**src/rtl/clz_norm_seq.sv**
```systemverilog
// Multi-cycle leading-zero count and left-normalize for wide words.
// Scans one CHUNK_W slice per cycle MSB-first, then shifts once and holds the result.
module clz_norm_seq #(
  parameter int DATA_W  = 279,
  parameter int CHUNK_W = 32,
  parameter int OUT_W   = 9
) (
  input  logic              clk_i,
  input  logic              arst_i,
  input  logic              clear_i,
  input  logic              valid_i,
  output logic              ready_o,
  input  logic [DATA_W-1:0] data_i,
  output logic              valid_o,
  input  logic              ready_i,
  output logic [DATA_W-1:0] data_o,
  output logic [OUT_W-1:0]  lzc_o,
  output logic              zero_o,
  output logic [1:0]        state_o
);

  localparam int NCHUNK = (DATA_W + CHUNK_W - 1) / CHUNK_W;
  localparam int PAD_W  = NCHUNK * CHUNK_W;
  localparam int IDX_W  = (NCHUNK > 1) ? $clog2(NCHUNK) : 1;

  localparam logic [1:0] IDLE  = 2'd0;
  localparam logic [1:0] SCAN  = 2'd1;
  localparam logic [1:0] SHIFT = 2'd2;
  localparam logic [1:0] OUT   = 2'd3;

  // Handshakes: a transfer happens on a rising edge where valid and ready are both high.
  // valid_o, once raised, stays high until ready_i is seen (or clear/reset).

  logic [1:0]        state;
  logic [IDX_W-1:0]  idx;
  logic [DATA_W-1:0] data_q;
  logic [OUT_W-1:0]  lzc_q;
  logic              zero_q;

  logic [PAD_W-1:0]   padded;
  logic [CHUNK_W-1:0] chunk;
  logic [OUT_W-1:0]   lzc_next;
  logic               last_chunk;

  function automatic logic [OUT_W-1:0] clz_chunk(input logic [CHUNK_W-1:0] c);
    clz_chunk = OUT_W'(CHUNK_W);
    // Upward scan: the last hit is the highest set bit.
    for (int i = 0; i < CHUNK_W; i++) begin
      if (c[i]) clz_chunk = OUT_W'(CHUNK_W - 1 - i);
    end
  endfunction

  always_comb begin
    padded = PAD_W'(data_q) << (PAD_W - DATA_W);
    chunk  = '0;
    for (int i = 0; i < NCHUNK; i++) begin
      if (idx == IDX_W'(i)) chunk = padded[PAD_W-1-i*CHUNK_W -: CHUNK_W];
    end
    lzc_next   = OUT_W'(idx) * OUT_W'(CHUNK_W) + clz_chunk(chunk);
    last_chunk = (idx == IDX_W'(NCHUNK - 1));
  end

  assign ready_o = (state == IDLE);
  assign valid_o = (state == OUT);
  assign state_o = state;

  always_ff @(posedge clk_i or posedge arst_i) begin
    if (arst_i) begin
      state  <= IDLE;
      idx    <= '0;
      data_q <= '0;
      lzc_q  <= '0;
      zero_q <= 1'b0;
      data_o <= '0;
      lzc_o  <= '0;
      zero_o <= 1'b0;
    end else if (clear_i) begin
      state <= IDLE;
      idx   <= '0;
    end else begin
      case (state)
        IDLE: begin
          if (valid_i) begin
            data_q <= data_i;
            idx    <= '0;
            zero_q <= 1'b0;
            state  <= SCAN;
          end
        end
        SCAN: begin
          if (chunk != '0) begin
            lzc_q <= lzc_next;
            state <= SHIFT;
          end else if (last_chunk) begin
            lzc_q  <= OUT_W'(DATA_W);
            zero_q <= 1'b1;
            state  <= SHIFT;
          end else begin
            idx <= idx + 1'b1;
          end
        end
        SHIFT: begin
          // Result registers only change here, so they hold across the idle gap.
          data_o <= zero_q ? '0 : (data_q << lzc_q);
          lzc_o  <= lzc_q;
          zero_o <= zero_q;
          state  <= OUT;
        end
        OUT: begin
          if (ready_i) state <= IDLE;
        end
        default: state <= IDLE;
      endcase
    end
  end

endmodule

```
**config.mk**
```make
export PLATFORM = sky130hd
export DESIGN_NAME = clz_norm_seq
export DESIGN_NICKNAME = d
export VERILOG_FILES = /design/src/rtl/clz_norm_seq.sv
export SDC_FILE = /design/constraint.sdc
export NUM_CORES = 2
export LEC_CHECK = 0
export BUFFER_PORTS_ARGS = -buffer_cell sky130_fd_sc_hd__buf_2
export CORE_UTILIZATION = 33
export CTS_CLUSTER_DIAMETER = 40
export CTS_CLUSTER_SIZE = 24
export DETAILED_ROUTE_END_ITERATION = 8
export PLACE_DENSITY = 0.49
export SYNTH_ARGS = -nofsm -noshare
export SYNTH_HDL_FRONTEND = slang
export SYNTH_SLANG_ARGS = --single-unit
```
**constraint.sdc**
```tcl
create_clock -name clk_i -period 23.2 [get_ports clk_i]
set_input_delay 2.32 -clock clk_i [delete_from_list [all_inputs] [get_ports clk_i]]
set_output_delay 2.32 -clock clk_i [all_outputs]
set_load 0.03 [all_outputs]
```
* Word level (Yosys, flattened, before mapping)
Cells that the tools add are included. W data, S select, Z words.
Operators by class: equal/unequal tests 19, shifts and indexed selects 1, add/sub/neg operators 2, multiplexer cells 59, bitwise logic cells 1, reduce and logical (&&, ||, !) cells 12
Operators by type and width (number):
- $mux W9 | 33
- $mux W32 | 9
- $mux W279 | 1
- $shl A279 B9 Y279 | 1
- $reduce_bool A32 Y1 | 1
- $eq A4 B3 Y1 const B | 4
- $mux W4 | 4
- $mux W2 | 5
- $add A9 B9 Y9 | 1
- $ne A3 B3 Y1 const B | 3
- $reduce_and A3 Y1 | 3
- $eq A4 B2 Y1 const B | 2
- $pmux W2 S4 | 1
- $pmux W4 S2 | 1
- $mux W6 | 1
- $ne A2 B2 Y1 const B | 3
- $reduce_and A5 Y1 | 1
- $add A4 B1 Y4 const B | 1
- $eq A2 B2 Y1 const B | 2
- $eq A4 B1 Y1 const B | 1
- $eq A4 B4 Y1 const B | 1
- $logic_not A4 Y1 | 1
- $ne A4 B4 Y1 const B | 1
- $reduce_and A4 Y1 | 1
- 9 further kinds | 12
Storage, ports and cells: output and inout bits 293, register bits after elaboration 584, word-level logic and storage cells 102

* Depth between registers and ports, before layout
depth after elaboration 44, gate-level depth with buffers 18, gate-level depth less buffers 13

* Least setup slack after synthesis
No wires, ideal clock.
path kind input -> register, start input port clear_i, end register data_o[262], library setup time 83 ps, buffers on the path 3, required time 23117 ps, stages 9, path slack 19220 ps, data arrival time 3897 ps, path through nand2b_1 -> clkbuf_1 -> nor2_1 -> nand2_1 -> nor2_1 -> clkbuf_1 -> clkbuf_1 -> a221oi_1 -> o21ai_0
On the way: cells in the longest elaborated chain, start to end 2
Ends and longest elaborated chain:
- start, declared | line 10 | input logic clear_i,
- $not A1 Y1 (no line)
- $reduce_and A2 Y1 (no line)
- end signal, assigned | line 104 | data_o <= zero_q ? '0 : (data_q << lzc_q);
- end, declared | line 16 | output logic [DATA_W-1:0] data_o,
No other way between the ends. A chain may end at the register's enable or synchronous reset.

* Final worst setup path
start input port clear_i, end register data_q[13]
On the way: cells in the longest elaborated chain, start to end 2
Ends and longest elaborated chain:
- $not A1 Y1 (no line)
- $reduce_and A3 Y1 (no line)
- end signal, assigned | line 84 | data_q <= data_i;
- end, declared | line 36 | logic [DATA_W-1:0] data_q;
No other way between the ends.

==> impl_metrics.toml <==
[hold_path]
min-delay-path-class = "reg -> reg"

[sta]
fin_crit_ns = 6.25
setup_viol_count_final = 0
maxSlewHeadroom_pct = 8.51
tightest_slew_ns = 1.37
fmax_ghz = 0.160
fin_skew_ns = 0.0328
setup_ws_ns = 16.95
fin_crit_sh_pct = 26.9
drv_slew = 0
rsz0062_at_grt = "no"
finalHoldViolations = 0
setup_tns_ns = 0

[run]
max_cap_viol_count = 0

[die]
num_rows = 138
core_sq_um = 141000
die_h_um = 379
start_util_pct = 33.2
io_pins = 577
die_w_um = 379
dieArea_sq_um = 144000

[logic_synthesis]
synth_top_area_share_pct = 31.1
synth_seq_area_share_pct = 31.1
synth_cell_type_count = 88
synth_edf_count = 0
synth_top_area_cell = "dfrtp_1"
syn_nets = 5140
synth_top_family_by_area = "multiplexers"
synth-xor-area-share_pct = 0.0373
async_flop_share_pct = 100
synthMuxAreaShare_pct = 34.8
synthCells = 4846
yosys.area_share.simple_pct = 11.9
synth_compound_area_share_pct = 17.1
netlist_top_cells_area = "dfrtp_1 (31%), mux4_2 (15%), mux2_2 (11%)"
synthAdderAreaFrac_pct = 0.266
syn-cell-area_sq_um = 47000
yosys_warnings = 0
synth_top_flop_cell = "dfrtp_1"
syn-mean-instance-area_sq_um = 9.70
synth-seq-cells = 584
synth_most_common_cell = "nand2_1"
yosys-top-cells-count = "nand2_1 (694), dfrtp_1 (584), mux2_2 (475), nor2_1 (455), mux2i_1 (381)"

[critical_path]
worst-setup-path-type = "in -> reg"
crit_chain = "buf_2, nand3b_1, buf_4, buf_4, buf_4, buf_4, mux2_2"
arrival_ns = 6.84
crit_path_top_delay_cell = "buf_4"
required_ns = 23.80
cp_common_cell = "buf_4"
path_max_fanout = 73
critPathBufInv = 5
cp_top_family = "buffers and inverters"
max_stage_delay_ns = 0.84
start_kind = "input pin"
worstSetupEndpointType = "register"

[cts]
clock-sinks = 584
cts_made_buffers = 98
cts_setup_buffers = 0
clk_pin_slew_ns = 0.05
cts_tree = "yes"
cts_root_buf = "clkbuf_16"
clock_latency_ns = 0.73
ctsHoldBuffers = 0
ctsResizeCount = 0
cts_buffer_depth = 3
htreeDepth = 3

[grt]
track_usage_pct = 34.7
grt_pass1_vias = 42400
grt_pass1_wl_um = 348000
grt_max_degree = 196
overflow = 0
antenna_found_initial = 11

[place]
hpwl_um = 202000
place_ws_ns = 16.24
io_buffers = 576
place_area_sq_um = 51100
place_inst = 6941
gp_congestion = 1.08

[routing]
drt_pre_antenna_iters = 9
vias = 45800
viasPerCell = 6.43
drt-initial-drc-count = 6488
drcViolationCount = 0
wl_um = 257000
ant_nets = 0
wl_per_cell_um = 36.0

[finish]
area_growth_pct = 15.8
drive_above_1_share_pct = 32.2
finalNetCount = 5446
fin_cells = 7124
final_cell_area_sq_um = 54400

[run_status]
status = "complete, no violations"
[layout by cell type (no fill, tap or decap), types with 28 or more instances in the layout]
cell       Yosys  routed
nor3_1        50      46
o21ai_0      313     313
a22o_1        62      62
a221oi_1      31      30
mux2_2       475     475
buf_2         93     576
mux4_2       319     319
a221o_1       61      61
nand2_1      694     694
a211oi_1      28      28
a21oi_1      246     245
o221ai_1      55      55
buf_4         25      83
inv_1         32      31
dfrtp_1      584     577
o22ai_1      111     111
o211ai_1      42      42
mux2i_1      381     381
clkbuf_16      0      98
o21ai_1       34      34
a22oi_1       46      46
nor2_1       455     452
[kinds of logic (layout without fill, tap and decap cells)]
| logic type | count (synthesis) | after routing |
|---|---|---|
| muxes | 1176 | 1176 |
| buffers and inverters | 499 | 884 |
| DFF | 584 | 584 |
| AOI/OAI and AO/OA | 1218 | 1218 |
| xor gates and xnor gates | 2 | 2 |
| other | 0 | 3 |
| adders and majority gates | 10 | 10 |
| and+or+nand+nor | 1357 | 1357 |
[worst paths after layout]
check | end | from | slack (ns) | cells after the start
worst max-delay path | data_q[13] | clear_i | 16.95 | 7
worst min-delay path | lzc_o[1] | lzc_o[1] | 0.47 | 2
worst max register to register | data_o[265] | lzc_q[0] | 17.14 | 11
worst min register to register | lzc_o[1] | lzc_o[1] | 0.47 | 2
max in group asynchronous | data_q[37] | arst_i | 18.27 | 5
min in group asynchronous | lzc_o[5] | arst_i | 1.74 | 2
[worst min-delay path: cells and delay by family, from the launching register on]
family           cells  cell delay, ns
AND/OR/NAND/NOR      2            0.10
flip-flops           1            0.33
[through the flow]
step | util, % | hold slack (ns)
2_1_floorplan | - | 0.498
3_3_place_gp | 36.1 | 0.460
3_5_place_dp | 36.1 | 0.457
4_1_cts | 38.5 | 0.470
5_1_grt | 38.5 | 0.488
6_report | 38.5 | 0.466
[metal layers]
layer / vias to the layer above / part of all wire [%] / track usage, %
met2: 2982 / 42 / 49.5
met5: - / 0.015 / 0
met1: 23300 / 43 / 49.9
li1: 19000 / - / -
met3: 489 / 8.9 / 5.56
met4: 6 / 6.2 / 18.9
[area by class of cell]
| class | count | area (sq um) |
|---|---|---|
| inverters | 39 | 184 |
| repair buffers | 666 | 3650 |
| multi-input cells | 3763 | 30300 |
| flip-flops and latches | 584 | 14600 |
| clock inverters | 64 | 749 |
| fillers | 14400 | 87000 |
| clock buffers | 115 | 2600 |
| well taps | 1890 | 2360 |
| diodes | 3 | 7.51 |
[registers in the layout (all words and copies together), names as in the netlist]
register,flops
state_o,2
data_o,279
idx,4
lzc_o,9
data_q,279
zero_o,1
zero_q,1
lzc_q,9
Power is left out: the tool's default activity adds up to more than one toggle a clock period on the data nets, which glitch-free logic cannot reach.
